## src/rtl/max7219_pkg.sv

```systemverilog
// rtl/max7219_pkg.sv - shared constants and types for the MAX7219 scan controller
package max7219_pkg;

   localparam logic [3:0] REG_DIGIT0    = 4'h1;
   localparam logic [3:0] REG_DECODE    = 4'h9;
   localparam logic [3:0] REG_INTENSITY = 4'hA;
   localparam logic [3:0] REG_SCANLIM   = 4'hB;
   localparam logic [3:0] REG_SHUTDOWN  = 4'hC;
   localparam logic [3:0] REG_TEST      = 4'hF;

   typedef logic [15:0] frame_t;

   typedef enum logic [1:0] {
      ST_INIT,
      ST_IDLE,
      ST_REFRESH
   } ctrl_state_t;

   // Wire format of one MAX7219 write: upper nibble is don't-care, sent as zero.
   function automatic frame_t mk_frame(input logic [3:0] addr, input logic [7:0] data);
      return {4'h0, addr, data};
   endfunction

endpackage

```

## src/rtl/max7219_scan_ctrl_if.sv

```systemverilog
// rtl/max7219_scan_ctrl_if.sv - application-side request/status bundle
interface max7219_scan_ctrl_if;
   logic [31:0] num;
   logic [7:0]  dp;
   logic        update;
   logic        busy;

   modport master (output num, output dp, output update, input busy);
   modport slave  (input num, input dp, input update, output busy);
endinterface

```

## src/rtl/max7219_spi_tx.sv

```systemverilog
// rtl/max7219_spi_tx.sv - 16-bit frame shifter with SCLK divider and inter-frame gap
module max7219_spi_tx
   import max7219_pkg::*;
#(
   parameter int CLK_DIV = 4
) (
   input  logic   clk,
   input  logic   rst_n,
   input  logic   start,
   input  frame_t frame,
   output logic   ready,
   output logic   spi_sclk,
   output logic   spi_mosi,
   output logic   spi_cs_n
);

   // One counter serves both the half-period divider and the 2*CLK_DIV gap.
   localparam int CNT_W = $clog2(2 * CLK_DIV);
   localparam int BIT_W = $clog2(16);
   localparam logic [CNT_W-1:0] DIV_LAST = CNT_W'(CLK_DIV - 1);
   localparam logic [CNT_W-1:0] GAP_LAST = CNT_W'(2 * CLK_DIV - 1);
   localparam logic [BIT_W-1:0] BIT_LAST = BIT_W'(15);

   logic             active_q;
   logic             gap_q;
   logic [CNT_W-1:0] cnt_q;
   logic [BIT_W-1:0] bit_q;
   logic [14:0]      shift_q;
   logic             sclk_q;
   logic             mosi_q;
   logic             cs_n_q;

   // Ready in the last gap cycle so the next frame's CS falls exactly 2*CLK_DIV after the previous rise.
   assign ready    = !active_q && (!gap_q || (cnt_q == GAP_LAST));
   assign spi_sclk = sclk_q;
   assign spi_mosi = mosi_q;
   assign spi_cs_n = cs_n_q;

   // Frame shifting: SCLK toggles every CLK_DIV cycles, data advances on falling edges.
   always_ff @(posedge clk or negedge rst_n) begin
      if (!rst_n) begin
         active_q <= 1'b0;
         gap_q    <= 1'b0;
         cnt_q    <= '0;
         bit_q    <= '0;
         shift_q  <= '0;
         sclk_q   <= 1'b0;
         mosi_q   <= 1'b0;
         cs_n_q   <= 1'b1;
      end else if (active_q) begin
         if (cnt_q == DIV_LAST) begin
            cnt_q <= '0;
            if (!sclk_q) begin
               sclk_q <= 1'b1;
            end else begin
               sclk_q <= 1'b0;
               if (bit_q == BIT_LAST) begin
                  active_q <= 1'b0;
                  gap_q    <= 1'b1;
                  cs_n_q   <= 1'b1;
                  mosi_q   <= 1'b0;
                  bit_q    <= '0;
               end else begin
                  bit_q   <= bit_q + BIT_W'(1);
                  mosi_q  <= shift_q[14];
                  shift_q <= {shift_q[13:0], 1'b0};
               end
            end
         end else begin
            cnt_q <= cnt_q + CNT_W'(1);
         end
      end else begin
         if (gap_q) begin
            if (cnt_q == GAP_LAST) begin
               gap_q <= 1'b0;
               cnt_q <= '0;
            end else begin
               cnt_q <= cnt_q + CNT_W'(1);
            end
         end
         if (start && ready) begin
            active_q <= 1'b1;
            cs_n_q   <= 1'b0;
            mosi_q   <= frame[15];
            shift_q  <= frame[14:0];
            bit_q    <= '0;
            cnt_q    <= '0;
         end
      end
   end

endmodule

```

## src/rtl/sseg_decoder.sv

```systemverilog
// rtl/sseg_decoder.sv - hex nibble to active-low seven-segment pattern (GFEDCBA)
module sseg_decoder (
   input  logic [3:0] x,
   output logic [6:0] y
);

   // y[0] is segment A, y[6] is segment G; a 0 lights the segment.
   always_comb begin
      case (x)
         4'h0:    y = 7'h40;
         4'h1:    y = 7'h79;
         4'h2:    y = 7'h24;
         4'h3:    y = 7'h30;
         4'h4:    y = 7'h19;
         4'h5:    y = 7'h12;
         4'h6:    y = 7'h02;
         4'h7:    y = 7'h78;
         4'h8:    y = 7'h00;
         4'h9:    y = 7'h10;
         4'hA:    y = 7'h08;
         4'hB:    y = 7'h03;
         4'hC:    y = 7'h46;
         4'hD:    y = 7'h21;
         4'hE:    y = 7'h06;
         default: y = 7'h0E;
      endcase
   end

endmodule

```

## src/rtl/max7219_scan_ctrl.sv

```systemverilog
// rtl/max7219_scan_ctrl.sv - MAX7219 init and eight-digit refresh sequencer
module max7219_scan_ctrl
   import max7219_pkg::*;
#(
   parameter int         CLK_DIV   = 4,
   parameter logic [3:0] INTENSITY = 4'h8
) (
   input  logic                       clk,
   input  logic                       rst_n,
   max7219_scan_ctrl_if.slave         app,
   output logic                       spi_sclk,
   output logic                       spi_mosi,
   output logic                       spi_cs_n
);

   ctrl_state_t state_q, state_d;
   logic [2:0]  idx_q;
   logic        last_q;
   logic        pending_q;
   logic [31:0] num_q;
   logic [7:0]  dp_q;

   logic        tx_ready;
   logic        tx_start;
   frame_t      tx_frame;
   logic [6:0]  seg_y;
   logic [2:0]  last_idx;
   logic        seq_done;
   logic        take_snap;

   // Sequence ends once the final frame has been issued and its gap has elapsed.
   assign last_idx  = (state_q == ST_INIT) ? 3'd4 : 3'd7;
   assign seq_done  = (state_q != ST_IDLE) && last_q && tx_ready;
   assign take_snap = ((state_q == ST_IDLE) && app.update) ||
                      (seq_done && (pending_q || app.update));

   sseg_decoder u_dec (
      .x (num_q[{idx_q, 2'b00} +: 4]),
      .y (seg_y)
   );

   max7219_spi_tx #(.CLK_DIV(CLK_DIV)) u_tx (
      .clk      (clk),
      .rst_n    (rst_n),
      .start    (tx_start),
      .frame    (tx_frame),
      .ready    (tx_ready),
      .spi_sclk (spi_sclk),
      .spi_mosi (spi_mosi),
      .spi_cs_n (spi_cs_n)
   );

   // State register.
   always_ff @(posedge clk or negedge rst_n) begin
      if (!rst_n) state_q <= ST_INIT;
      else        state_q <= state_d;
   end

   // Next state: a pending request chains straight into another refresh.
   always_comb begin
      state_d = state_q;
      case (state_q)
         ST_INIT, ST_REFRESH: begin
            if (seq_done) state_d = (pending_q || app.update) ? ST_REFRESH : ST_IDLE;
         end
         ST_IDLE: begin
            if (app.update) state_d = ST_REFRESH;
         end
         default: state_d = ST_INIT;
      endcase
   end

   // Frame index, pending request and the display snapshot held for a whole pass.
   always_ff @(posedge clk or negedge rst_n) begin
      if (!rst_n) begin
         idx_q     <= '0;
         last_q    <= 1'b0;
         pending_q <= 1'b0;
         num_q     <= '0;
         dp_q      <= '0;
      end else if (take_snap) begin
         num_q     <= app.num;
         dp_q      <= app.dp;
         idx_q     <= '0;
         last_q    <= 1'b0;
         pending_q <= 1'b0;
      end else if (seq_done) begin
         idx_q  <= '0;
         last_q <= 1'b0;
      end else begin
         if (app.update && (state_q != ST_IDLE)) pending_q <= 1'b1;
         if (tx_start) begin
            if (idx_q == last_idx) last_q <= 1'b1;
            else                   idx_q  <= idx_q + 3'd1;
         end
      end
   end

   // Outputs: busy, frame issue and the frame contents for the current index.
   always_comb begin
      app.busy = (state_q != ST_IDLE);
      tx_start = (state_q != ST_IDLE) && !last_q && tx_ready;
      tx_frame = mk_frame(REG_TEST, 8'h00);
      if (state_q == ST_INIT) begin
         case (idx_q)
            3'd0:    tx_frame = mk_frame(REG_SHUTDOWN,  8'h01);
            3'd1:    tx_frame = mk_frame(REG_DECODE,    8'h00);
            3'd2:    tx_frame = mk_frame(REG_SCANLIM,   8'h07);
            3'd3:    tx_frame = mk_frame(REG_INTENSITY, {4'h0, INTENSITY});
            default: tx_frame = mk_frame(REG_TEST,      8'h00);
         endcase
      end else begin
         tx_frame = mk_frame(REG_DIGIT0 + {1'b0, idx_q},
                             {dp_q[idx_q], ~seg_y[0], ~seg_y[1], ~seg_y[2],
                              ~seg_y[3], ~seg_y[4], ~seg_y[5], ~seg_y[6]});
      end
   end

endmodule

```

## src/flat_wrapper.sv

```systemverilog
// flat-port wrapper written by rule: the top's interface ports become plain ports
module max7219_scan_ctrl_flat import max7219_pkg::*;
#(
   parameter int         CLK_DIV   = 4,
   parameter logic [3:0] INTENSITY = 4'h8
)
  (clk, rst_n, spi_sclk, spi_mosi, spi_cs_n, app_num, app_dp, app_update, app_busy);
  max7219_scan_ctrl_if app_i ();
  input  logic clk;
  input  logic rst_n;
  output logic spi_sclk;
  output logic spi_mosi;
  output logic spi_cs_n;
  input wire logic [$bits(app_i.num)-1:0] app_num;
  input wire logic [$bits(app_i.dp)-1:0] app_dp;
  input wire logic [$bits(app_i.update)-1:0] app_update;
  output wire logic [$bits(app_i.busy)-1:0] app_busy;
  assign app_i.num = app_num;
  assign app_i.dp = app_dp;
  assign app_i.update = app_update;
  assign app_busy = app_i.busy;
  max7219_scan_ctrl #(.CLK_DIV(CLK_DIV), .INTENSITY(INTENSITY)) u_core (.clk(clk), .rst_n(rst_n), .app(app_i), .spi_sclk(spi_sclk), .spi_mosi(spi_mosi), .spi_cs_n(spi_cs_n));
endmodule
```

## config.mk

```make
export PLATFORM = sky130hd
export DESIGN_NAME = max7219_scan_ctrl_flat
export DESIGN_NICKNAME = d
export VERILOG_FILES = /design/src/rtl/max7219_pkg.sv /design/src/rtl/max7219_scan_ctrl_if.sv /design/src/rtl/max7219_spi_tx.sv /design/src/rtl/sseg_decoder.sv /design/src/rtl/max7219_scan_ctrl.sv /design/src/flat_wrapper.sv
export SDC_FILE = /design/constraint.sdc
export NUM_CORES = 1
export LEC_CHECK = 0
export BUFFER_PORTS_ARGS = -buffer_cell sky130_fd_sc_hd__buf_2
export CAP_MARGIN = 25
export CORE_MARGIN = 10
export CORE_UTILIZATION = 55
export CTS_CLUSTER_DIAMETER = 100
export DETAILED_ROUTE_END_ITERATION = 7
export PLACE_DENSITY = 0.85
export SYNTH_ARGS = -nofsm -noshare
export SYNTH_HDL_FRONTEND = slang
export SYNTH_HIERARCHICAL = 1
export SYNTH_SLANG_ARGS = --single-unit
```

## constraint.sdc

```tcl
create_clock -name clk -period 4.4 [get_ports clk]
set_clock_uncertainty 0.05 [all_clocks]
set_input_delay 0.44 -clock clk [delete_from_list [all_inputs] [get_ports clk]]
set_output_delay 0.44 -clock clk [all_outputs]
set_load 0.1 [all_outputs]
```

# == After elaboration in Yosys (flattened, before gate mapping) ==
# Memory sizes are Yosys's and may differ from the RTL's.
# Index checks and enable logic that the tools add are counted.
# totals
regBits,74
latchBits,0
ram_bits,0
mem_bits_ro,112
out_inout_bits,4
elab_cells,132
n_memories,1
# classes
n_addsub,4
multipliers,0
div,0
n_lt_le_gt_ge,1
n_eq_ne,18
shift,1
muxes,54
bitwise_logic,7
n_reduce_logical,32
# memory_table
name,words,width,read_ports,rd_ports_with_merged_regs,wr,line,text
(no name shown),16,7,1,0,0,sseg_decoder.sv:9,case (x)
# ops
op,count
$mux W15,5
$pmux W11 S4,1
$shiftx A32 B6 Y4,1
$mux W1,27
$mux W3,9
$mux W4,5
$mux W12,1
$ne A2 B1 Y1 const B,5
$reduce_and A2 Y1,5
$eq A3 B2 Y1 const B,3
$logic_and A1 B1 Y1,9
$reduce_bool A3 Y1,3
$mux W2,4
$reduce_and A4 Y1,2
$not A1 Y1,7
$add A3 B1 Y3 const B,2
$ne A2 B2 Y1 const B,3
$reduce_and A3 Y1,2
$add A1 B3 Y4 const A,1
$add A4 B1 Y4 const B,1
$eq A4 B4 Y1 const B,1
$lt A3 B4 Y1 const B,1
$pmux W2 S2,1
$reduce_bool A2 Y1,2
12 further kinds,16

# == Logic depth before layout (Yosys ltp) ==
# Gate-level depths: netlist (run 1).
# logic_depth
ltp_word,8
depth_mapped,13

# == Hierarchy ==
# The synthesis (run 1) kept the hierarchy.
# modules_own_cells
mod,n_inst,cells_per_inst,area_each_um2,seq_area_each_um2
max7219_scan_ctrl,1,185,2391.0,1176.1
max7219_spi_tx,1,113,1457.6,676.9
sseg_decoder,1,32,275.3,0.0

# == Least setup slack after synthesis (run 1) ==
# No wires, ideal clock.
# synth_timing
kind,reg-to-reg
startpoint,register u_core.idx_q[0]
endpoint,register u_core.u_tx.shift_q[6]
arrival_ps,2996
required_ps,4225
setup_slack_ps,1229
stages_incl_launch_ff,14
synth_period_minus_slack_ps,3171
path_cell_list,dfrtp_1 -> buf_2 -> buf_2 -> mux4_2 -> nand2_1 -> nand2_1 -> inv_1 -> ha_1 -> and2b_2 -> or3b_1 -> o21ai_0 -> nor2_1 -> mux2_2 -> mux2_4
# synth_via
elab_chain_len,6
# synth_rtl
element,line,text
start: declaration,max7219_scan_ctrl.sv:17,logic [2:0] idx_q;
start signal: assignment,max7219_scan_ctrl.sv:94,else idx_q <= idx_q + 3'd1;
$shiftx A32 B6 Y4,max7219_scan_ctrl.sv:38,".x (num_q[{idx_q, 2'b00} +: 4]),"
$mem_v2 Z16 W7,n/a,
named net u_core.seg_y[0],max7219_scan_ctrl.sv:26,logic [6:0] seg_y;
$not A1 Y1,max7219_scan_ctrl.sv:114,"{dp_q[idx_q], ~seg_y[0], ~seg_y[1], ~seg_y[2],"
$mux W12,max7219_scan_ctrl.sv:104,if (state_q == ST_INIT) begin
named net u_core.tx_frame[6],max7219_scan_ctrl.sv:25,frame_t tx_frame;
$mux W15,max7219_spi_tx.sv:81,if (start && ready) begin
$mux W15,max7219_spi_tx.sv:50,end else if (active_q) begin
end signal: assignment,max7219_spi_tx.sv:66,"shift_q <= {shift_q[13:0], 1'b0};"
end signal: assignment,max7219_spi_tx.sv:85,shift_q <= frame[14:0];
end: declaration,max7219_spi_tx.sv:28,logic [14:0] shift_q;
# The timed path passes the listed nets, and every way through them passes these cells. The select of a mux whose other input is x is not followed.
# A chain may end at the register's enable or synchronous reset.

# == Final worst setup path (run 1) ==
# Ends and elaborated chain as after synthesis.

==> results of run 1 <==
logic make-up (layout without fill, tap and decap cells):
family | Yosys count | in the layout | share of synthesized area
other | 1 | 4 | 0.000909
adders and majority gates | 17 | 17 | 0.0516
muxes | 91 | 91 | 0.286
buffers and inverters | 27 | 76 | 0.0449
AOI/OAI and AO/OA | 43 | 43 | 0.0755
DFF | 74 | 74 | 0.449
xor gates and xnor gates | 1 | 1 | 0.00212
and+or+nand+nor | 76 | 76 | 0.0898
power by group:
group	internal (uW)	total, uW	leakage [uW]	switching (uW)
clock	236	495	0.0000838	259
sequential	985	1230	0.000904	249
combinational	935	1780	0.00113	846
total	2160	3510	0.00212	1350
path summary, 6_finish.rpt:
| kind | startpoint | end | depth (start not counted) |
|---|---|---|---|
| worst max-delay path | u_core/idx_q[0] | u_core/u_tx/shift_q[6] | 11 |
| worst min-delay path | rst_n | u_core/u_tx/bit_q[2] | 1 |
| worst max register to register | u_core/idx_q[0] | u_core/u_tx/shift_q[6] | 11 |
| worst min register to register | u_core/num_q[17] | u_core/num_q[17] | 1 |
| max in group asynchronous | rst_n | u_core/dp_q[4] | 2 |
| min in group clk | app_num[14] | u_core/num_q[14] | 2 |
flip-flops by register name, summed over array words and instances, names as in the netlist, 2 cells and up:
name / flops
u_core/num_q: 32
u_core/u_tx/shift_q: 15
u_core/dp_q: 8
u_core/u_tx/bit_q: 4
u_core/idx_q: 3
u_core/u_tx/cnt_q: 3
u_core/state_q: 2
critical path: cells and delay by family (launching register included):
family	cells	cell delay (ns)
AND/OR/NAND/NOR	5	0.89
adder cells (fa/ha/maj)	1	0.21
buffers and inverters	1	0.18
flip-flops	1	0.70
multiplexers	3	1.10
AO/OA/AOI/OAI	1	0.08
metrics by stage:
step | utilization | hold WS [ns] | power, uW | setup slack, ns | cells
after floorplan | - | 0.0944 | 2680 | 1.23 | 333
after global placement | 0.602 | 0.415 | 2880 | 1.20 | 464
after detailed placement | 0.602 | 0.431 | 2990 | 1.06 | 464
after CTS | 0.628 | 0.111 | 3500 | 1.06 | 480
after global routing | 0.632 | 0.141 | 3800 | 0.822 | 481
final | 0.632 | 0.105 | 3510 | 1.07 | 481
area by class of cell:
class                   instances  area, um^2
fillers                       566        2670
multi-input cells             232        2100
flip-flops and latches         74        1850
repair buffers                 50         280
clock buffers                  11         151
well taps                      99         124
clock inverters                 5        38.8
inverters                      10        37.5
cell usage after synthesis, types with 3 or more instances:
cell type,number,area (um^2)
mux2i_1,9,90.1
mux2_4,10,150
buf_2,4,20.0
nand3_1,3,15.0
ha_1,17,213
clkbuf_1,4,15.0
dfrtp_1,73,1830
mux2_2,59,664
a22o_1,3,26.3
nor2_1,21,78.8
a21oi_1,10,50.1
o21ai_0,12,60.1
buf_6,7,78.8
nand2_1,31,116
mux4_2,10,225
o21a_1,3,22.5
inv_1,10,37.5
layout by cell type (no fill, tap or decap), types with 3 or more instances in the layout:
cell        instances
mux4_2             10
clkinvlp_4          4
buf_4               3
ha_1               17
a22o_1              3
mux2_4             10
o21ai_0            12
nand3_1             3
inv_1              10
nor2_1             21
mux2i_1             9
dfrtp_1            73
o21a_1              3
nand2_1            31
buf_2              46
conb_1              4
a21oi_1            10
clkbuf_8           11
mux2_2             59
routing by layer:
| layer | vias to the layer above | wire, um | track usage |
|---|---|---|---|
| met1 | 1311 | 3610 | 0.185 |
| met4 | 0 | 148 | 0.0774 |
| met2 | 62 | 3980 | 0.246 |
| met5 | - | 0 | 0 |
| met3 | 12 | 332 | 0.0353 |
| li1 | 1268 | - | - |
==> impl_metrics.json, run 1 <==
{
  "grt_max_degree": 42,
  "final_max_slew_viol_count": 0,
  "synth-async-reset-ratio": 1.00,
  "cts_sinks": 74,
  "rrSetupSlack_ns": 1.07,
  "crit_type": "flip-flop to flip-flop",
  "wl_per_cell_um": 16.8,
  "critical_path_required_ns": 4.59,
  "cts_inserted_buffers": 9,
  "rsz0062_at_grt": "false",
  "num-nets-final": 437,
  "cp_common_cell": "nand2_1",
  "finalHoldViolCount": 0,
  "first_global_vias": 2873,
  "cts-resized-gates": 0,
  "fmax_mhz": 300,
  "cp.arrival_ns": 3.52,
  "core_mm2": 0.00725,
  "drtIter0Drc": 174,
  "diodes": 0,
  "drt-pass1-iter-count": 4,
  "p_leak_uw": 0.00212,
  "ys_seq_area_frac": 0.449,
  "post_cts.repair.setup_buffers": 0,
  "dpl_cell_area_mm2": 0.00436,
  "syn_area_mm2": 0.00412,
  "cts_root_buffer": "clkbuf_8",
  "cts_tree": "done",
  "drt-total-wl_mm": 8.07,
  "die_area_mm2": 0.0114,
  "num_vias": 2653,
  "cts_max_level": 3,
  "yosysWarningCount": 6,
  "synth_top_flop_cell": "dfrtp_1",
  "place_congestion": 0.774,
  "syn_avg_cell_area_um2": 12.5,
  "synth_edf_count": 0,
  "dieWidth_um": 107,
  "hold_class": "input port to asynchronous set/reset pin",
  "critPathSlowestCell": "dfrtp_1",
  "syn_inst": 330,
  "io_buffers": 46,
  "postCtsHoldBufs": 0,
  "fin_area_mm2": 0.00458,
  "grtUsageTotal": 0.152,
  "cp-start-kind": "flip-flop",
  "drc": 0,
  "antenna_found_initial": 0,
  "cts.path.max_buffers": 2,
  "rows": 31,
  "antenna_left": 0,
  "start_util": 0.569,
  "clk-insertion-delay-late_ns": 0.35,
  "cap_violations": 0,
  "overflow": 0,
  "setup_tns_ns": 0,
  "ys_types": 52,
  "grt_pass1_wl_mm": 14.0,
  "critPathCaptureType": "flip-flop",
  "finalCritPeriodShare": 0.758,
  "synthToLayoutAreaGrowth_pct": 11.1,
  "io_pins": 47,
  "ir_drop_mv": 0.477,
  "critPathMaxStageDelay_ns": 0.70,
  "dp_hpwl_mm": 5.98,
  "clk_pin_slew_ns": 0.08,
  "fin_crit_ns": 3.33,
  "post_drt_via_cell_ratio": 5.52,
  "critPathMaxFanout": 11,
  "drive_gt1_frac": 0.406,
  "setup_viol": 0,
  "maxSlewHeadroom": 0.491,
  "worst_pin_slew_ns": 0.764,
  "power.density_mw_per_mm2": 766,
  "ys_ff_latch": 74,
  "cp_cell_sequence": "mux4_2 > nand2_1 > nand2_1 > inv_1 > ha_1 > and2b_2 > or3b_1 > o21ai_0 > nor2_1 > mux2_2 > mux2_4",
  "status": "finished clean",
  "die_h_um": 107
}
No activity file was read; power rests on OpenSTA's default activity.
==> run 2, diff against run 1 <==
--- a/config.mk
+++ b/config.mk
@@ -5,10 +5,11 @@
 export SDC_FILE = /design/constraint.sdc
 export NUM_CORES = 1
 export LEC_CHECK = 0
+export ABC_AREA = 1
 export BUFFER_PORTS_ARGS = -buffer_cell sky130_fd_sc_hd__buf_2
 export CAP_MARGIN = 25
 export CORE_MARGIN = 10
-export CORE_UTILIZATION = 55
+export CORE_UTILIZATION = 53
 export CTS_CLUSTER_DIAMETER = 100
 export DETAILED_ROUTE_END_ITERATION = 7
 export PLACE_DENSITY = 0.85
==> constraint.sdc (replaced) <==
create_clock -name clk -period 2.7 [get_ports clk]
set_clock_uncertainty 0.05 [all_clocks]
set_input_delay 0.27 -clock clk [delete_from_list [all_inputs] [get_ports clk]]
set_output_delay 0.27 -clock clk [all_outputs]
set_load 0.1 [all_outputs]
==> impl_metrics.json, run 2 <==
{
  "status": "finished clean",
  "syn_area_mm2": 0.00425,
  "fin_crit_ns": 2.42,
  "regMostFlops": "u_core/num_q",
  "layout_commonest_cell": "nand2_1",
  "synth_top_flop_cell": "dfrtp_1",
  "diodes": 0,
  "fmax_mhz": 413,
  "synthToLayoutAreaGrowth_pct": 11.7,
  "cts_tree": "done",
  "worst_pin_slew_ns": 0.505,
  "cts_root_buffer": "clkbuf_8",
  "synth_edf_count": 0,
  "drtIter0Drc": 263,
  "critPathMaxFanout": 25,
  "clk_pin_slew_ns": 0.08,
  "cts_max_level": 3,
  "hold_class": "input port to flip-flop",
  "drc": 0,
  "cp.arrival_ns": 2.66,
  "rsz0062_at_grt": "false",
  "multi_input_area_mm2": 0.00208,
  "drt-total-wl_mm": 9.41,
  "p_sw_frac": 0.449,
  "overflow": 0,
  "io_pins": 47,
  "io_buffers": 46,
  "post_cts.repair.setup_buffers": 0,
  "synth-async-reset-ratio": 1.00,
  "finalHoldViolCount": 0,
  "largest_register_ffs": 32,
  "drt-pass1-iter-count": 5,
  "cts_inserted_buffers": 9,
  "crit_type": "flip-flop to flip-flop",
  "die_h_um": 110,
  "rows": 32,
  "critPathTopFamily": "simple AND/OR/NAND/NOR gates",
  "setup_viol": 0,
  "setup_tns_ns": 0,
  "antenna_found_initial": 0,
  "ys_ff_latch": 74,
  "fillCellCount": 664,
  "dp_hpwl_mm": 6.63,
  "clk-insertion-delay-late_ns": 0.35,
  "ys_seq_area_frac": 0.436,
  "place_congestion": 0.859,
  "cts.path.max_buffers": 2,
  "combPwrFrac": 0.486,
  "first_global_vias": 3702,
  "grtUsageTotal": 0.167,
  "cp-start-kind": "flip-flop",
  "critPathSlowestCell": "dfrtp_1",
  "dieWidth_um": 110,
  "place_ws_ns": 0.284,
  "p_leak_uw": 0.00257,
  "switchingPower_uw": 2610,
  "p_seq_frac": 0.335,
  "mostFrequentLayoutCells": "nand2_1 (256), dfrtp_1 (73), buf_2 (46)",
  "synth_top_area_cell": "dfrtp_1",
  "cap_violations": 0,
  "netlist_top_cells_area": "dfrtp_1 (43%), nand2_1 (23%), ha_1 (5.0%), nand3_1 (4.6%), o21ai_0 (3.8%)",
  "final_max_slew_viol_count": 0,
  "critPathMaxStageDelay_ns": 0.41,
  "ir_drop_mv": 0.516,
  "syn_inst": 571,
  "cts_sinks": 74,
  "top_regs": "u_core/num_q (32), u_core/u_tx/shift_q (15), u_core/dp_q (8)",
  "synth_most_common_cell": "nand2_1",
  "num-nets-final": 674,
  "num_vias": 3753,
  "critPathBufInv": 2,
  "wl_per_cell_um": 13.1,
  "finalCritPeriodShare": 0.896,
  "setup_ws_ns": 0.281,
  "start_util": 0.547,
  "drive_gt1_frac": 0.163,
  "critical_path_required_ns": 2.94,
  "yosysWarningCount": 6,
  "grt_pass1_wl_mm": 16.6,
  "core_mm2": 0.00777,
  "syn_avg_cell_area_um2": 7.44,
  "antenna_left": 0,
  "synth_commonest_cells": "nand2_1 (257), dfrtp_1 (73), nor2_1 (40), nand3_1 (39), o21ai_0 (32)",
  "power.density_mw_per_mm2": 1230,
  "die_area_mm2": 0.0120,
  "cp_cell_sequence": "buf_4 > o21ai_0 > o22ai_1 > nand2_1 > nand2_1 > inv_1 > ha_1 > nand2_1 > nand3_1 > nand2_1 > o21ai_0 > nand2_1 > nand2_1 > nand2_1 > nand2_1",
  "post_drt_via_cell_ratio": 5.21,
  "maxSlewHeadroom": 0.663,
  "pwr-share-clk": 0.178,
  "ys_types": 34,
  "cp_common_cell": "nand2_1",
  "seq_area_mm2": 0.00185,
  "grt_max_degree": 41,
  "synth.top_cell.area_share": 0.430,
  "cell_internal_pwr_uw": 3210,
  "critPathCaptureType": "flip-flop"
}
-- run 2: logic make-up (layout without fill, tap and decap cells) --
kind of cell             Yosys count  count (layout)  synth area share
flip-flops                        74              74             0.436
adder cells (fa/ha/maj)           17              17            0.0501
XOR/XNOR                           2               2           0.00412
AO/OA/AOI/OAI                     55              55            0.0698
other                              1               4          0.000883
buffers and inverters             59             103            0.0774
AND/OR/NAND/NOR                  363             363             0.362
-- run 2: area by class of cell --
class                      count  area share
inverter                      32      0.0266
sequential                    74       0.390
tap                          102      0.0269
clock buffer                   9      0.0261
multi-input combinational    441       0.438
clock inverter                 6      0.0242
timing repair buffer          56      0.0675
-- run 2: worst min-delay path, cell delays in order --
cell and delay, ns:
buf_2 0.07, nand2_1 0.04, nand2_1 0.04
-- run 2: power by group through the flow --
| stage | logic, uW | registers, uW | clock network, uW |
|---|---|---|---|
| after global routing | 3270 | 2010 | 1110 |
| after global placement | 2630 | 1940 | 0 |
| final | 2830 | 1960 | 1040 |
| after CTS | 2790 | 1940 | 1060 |
| after floorplan | 2210 | 1950 | 0 |
| after detailed placement | 2770 | 1950 | 0 |
-- run 2: timing repair --
item	CTS	global route
hold endpoints to repair	18	0
hold buffers	1	0
gates resized for setup	0	2
endpoints found under the setup margin	0	5
-- run 2: layer usage --
layer	global-route usage	vias up	wire length (um)
met3	0.0410	14	552
met4	0.0632	0	135
li1	-	1878	-
met2	0.273	127	4570
met1	0.209	1734	4140
met5	0	-	0
-- run 2: worst paths after layout --
check | depth (start not counted) | slack [ns] | to | startpoint
hold reg to reg | 2 | 0.43 | u_core/u_tx/spi_mosi | u_core/u_tx/spi_mosi
setup reg to reg | 15 | 0.28 | u_core/u_tx/shift_q[3] | u_core/idx_q[0]
setup / recovery | 15 | 0.28 | u_core/u_tx/shift_q[3] | u_core/idx_q[0]
min in group asynchronous | 2 | 0.36 | u_core/u_tx/bit_q[3] | rst_n
max in group asynchronous | 3 | 1.58 | u_core/dp_q[3] | rst_n
hold / removal | 3 | 0.05 | u_core/num_q[26] | app_num[26]
-- run 2: stage by stage --
step | cell area (um^2) | power [uW] | hold slack [ns] | utilization | cells
after detailed placement | 4490 | 4720 | 0.224 | 0.578 | 704
after global routing | 4750 | 6390 | 0.0423 | 0.611 | 720
after global placement | 4490 | 4570 | 0.226 | 0.578 | 704
after floorplan | 4260 | 4170 | -0.0756 | - | 574
after CTS | 4740 | 5790 | 0.0411 | 0.610 | 720
final | 4750 | 5830 | 0.0537 | 0.611 | 720
==> run 3, diff against run 2 <==
--- a/config.mk
+++ b/config.mk
@@ -6,13 +6,13 @@
 export NUM_CORES = 1
 export LEC_CHECK = 0
 export ABC_AREA = 1
-export BUFFER_PORTS_ARGS = -buffer_cell sky130_fd_sc_hd__buf_2
 export CAP_MARGIN = 25
 export CORE_MARGIN = 10
-export CORE_UTILIZATION = 53
+export CORE_UTILIZATION = 55
 export CTS_CLUSTER_DIAMETER = 100
 export DETAILED_ROUTE_END_ITERATION = 7
-export PLACE_DENSITY = 0.85
+export DONT_BUFFER_PORTS = 1
+export PLACE_DENSITY = 0.82
 export SYNTH_ARGS = -nofsm -noshare
 export SYNTH_HDL_FRONTEND = slang
 export SYNTH_HIERARCHICAL = 1
==> impl_metrics.json, run 3 (synthesis results as in run 2) <==
{
  "synthToLayoutAreaGrowth_pct": 16.2,
  "start_util": 0.577,
  "drtIter0Drc": 264,
  "rsz0062_at_grt": "false",
  "num-nets-final": 673,
  "cts_max_level": 3,
  "cap_violations": 0,
  "reg2reg_from": "u_core/idx_q[0]",
  "grtUsageTotal": 0.181,
  "layout_commonest_cell": "nand2_1",
  "critPathMaxStageDelay_ns": 0.44,
  "post_drt_via_cell_ratio": 5.37,
  "ir_drop_mv": 0.560,
  "fin_crit_ns": 2.43,
  "rrSetupSlack_ns": 0.27,
  "drc": 0,
  "hp-start": "app_update",
  "cp_cell_sequence": "clkinvlp_2 > o21ai_0 > o22ai_1 > nand2_1 > nand2_1 > inv_1 > nand2_1 > nand3_1 > nand2_1 > o21ai_0 > nand2_1 > nand2_1 > nand2_1 > nand2_1",
  "critPathSlowestCell": "dfrtp_2",
  "core_mm2": 0.00737,
  "mostFrequentLayoutCells": "nand2_1 (255), dfrtp_1 (72), dlygate4sd3_1 (42)",
  "setup_tns_ns": 0,
  "dieWidth_um": 108,
  "instances_no_fill": 717,
  "fillCellCount": 588,
  "cts_tree": "done",
  "die_h_um": 108,
  "setup_ws_ns": 0.274,
  "worst_pin_slew_ns": 0.899,
  "top_regs": "u_core/num_q (32), u_core/u_tx/shift_q (15), u_core/dp_q (8)",
  "clk-insertion-delay-late_ns": 0.35,
  "finalHoldViolCount": 0,
  "maxSlewHeadroom": 0.401,
  "antenna_left": 0,
  "antenna_found_initial": 0,
  "diodes": 0,
  "fmax_mhz": 412,
  "placed_cells": 654,
  "io_buffers": 0,
  "critPathMaxFanout": 12,
  "cts_root_buffer": "clkbuf_8",
  "critPathCaptureType": "flip-flop",
  "crit_start": "u_core/idx_q[0]",
  "hold_class": "input port to flip-flop",
  "cp_common_cell": "nand2_1",
  "setup_viol": 0,
  "overflow": 0,
  "clk_pin_slew_ns": 0.08,
  "critical_path_required_ns": 2.93,
  "dp_hpwl_mm": 6.26,
  "place_ws_ns": 0.252,
  "num_vias": 3850,
  "die_area_mm2": 0.0116,
  "cts.path.max_buffers": 2,
  "drive_gt1_frac": 0.100,
  "regMostFlops": "u_core/num_q",
  "grt_pass1_wl_mm": 17.4,
  "status": "finished clean",
  "finalCritPeriodShare": 0.898,
  "cp-start-kind": "flip-flop",
  "cts_sinks": 74,
  "place_congestion": 0.882,
  "cts_inserted_buffers": 9,
  "wl_per_cell_um": 14.3,
  "cp.arrival_ns": 2.65,
  "first_global_vias": 3699,
  "crit_type": "flip-flop to flip-flop",
  "final_max_slew_viol_count": 0,
  "rows": 31,
  "p_leak_uw": 0.00256,
  "drt-pass1-iter-count": 6,
  "largest_register_ffs": 32,
  "drt-total-wl_mm": 10.2,
  "power.density_mw_per_mm2": 1170,
  "io_pins": 47,
  "grt_max_degree": 75
}
[run 3: per-stage QoR]
| stage | area [um^2] | hold WS (ns) | utilization | total power, uW |
|---|---|---|---|---|
| floorplan | 4260 | -0.0756 | - | 4170 |
| global placement | 4240 | -0.0699 | 0.575 | 4520 |
| detailed placement | 4240 | -0.0698 | 0.575 | 4670 |
| CTS | 4890 | 0.0297 | 0.664 | 5640 |
| global route | 4940 | 0.0424 | 0.670 | 6340 |
| finish | 4940 | 0.0409 | 0.670 | 5800 |
[run 3: power by group]
group / internal, uW / switching (uW) / leakage [uW]
Combinational: 1050 / 1850 / 0.00155
Clock: 476 / 407 / 0.0000986
Sequential: 1610 / 404 / 0.000912
Total: 3140 / 2660 / 0.00256
[run 3: worst paths after layout]
kind,to,cells past startpoint
min in group asynchronous,u_core/u_tx/bit_q[2],2
min,u_core/pending_q,2
max,u_core/u_tx/shift_q[2],14
max reg2reg,u_core/u_tx/shift_q[2],14
max in group asynchronous,u_core/idx_q[0],2
min reg2reg,u_core/num_q[6],2
[run 3: timing repair]
item,CTS,global route
endpoints found under the hold margin,115,0
endpoints found under the setup margin,0,3
resized for setup,0,8
hold buffers,43,0
setup buffers,0,3
[run 3: final cells by class]
class                           instances  area, um^2  area share
Timing Repair Buffer                   54         538       0.109
Clock inverter                          4        50.0      0.0101
Clock buffer                           12         155      0.0314
Multi-Input combinational cell        441        2080       0.422
Inverter                               32         126      0.0256
Sequential cell                        74        1850       0.376
Tap cell                               99         124      0.0251
Timing Repair inverter                  1        5.00     0.00101
[run 3: worst max-delay path, delay by kind of cell (launching register included)]
| kind | cells | cell delay, ns |
|---|---|---|
| AO/OA/AOI/OAI | 3 | 0.49 |
| buffers and inverters | 2 | 0.53 |
| flip-flops | 1 | 0.44 |
| AND/OR/NAND/NOR | 9 | 0.84 |
[run 3: routing by layer]
layer / track usage / vias to the layer above / wire length (um)
met4: 0.0677 / 0 / 155
met1: 0.220 / 1802 / 4310
met3: 0.0413 / 17 / 680
met2: 0.305 / 149 / 5090
li1: - / 1882 / -
met5: 0 / - / 0
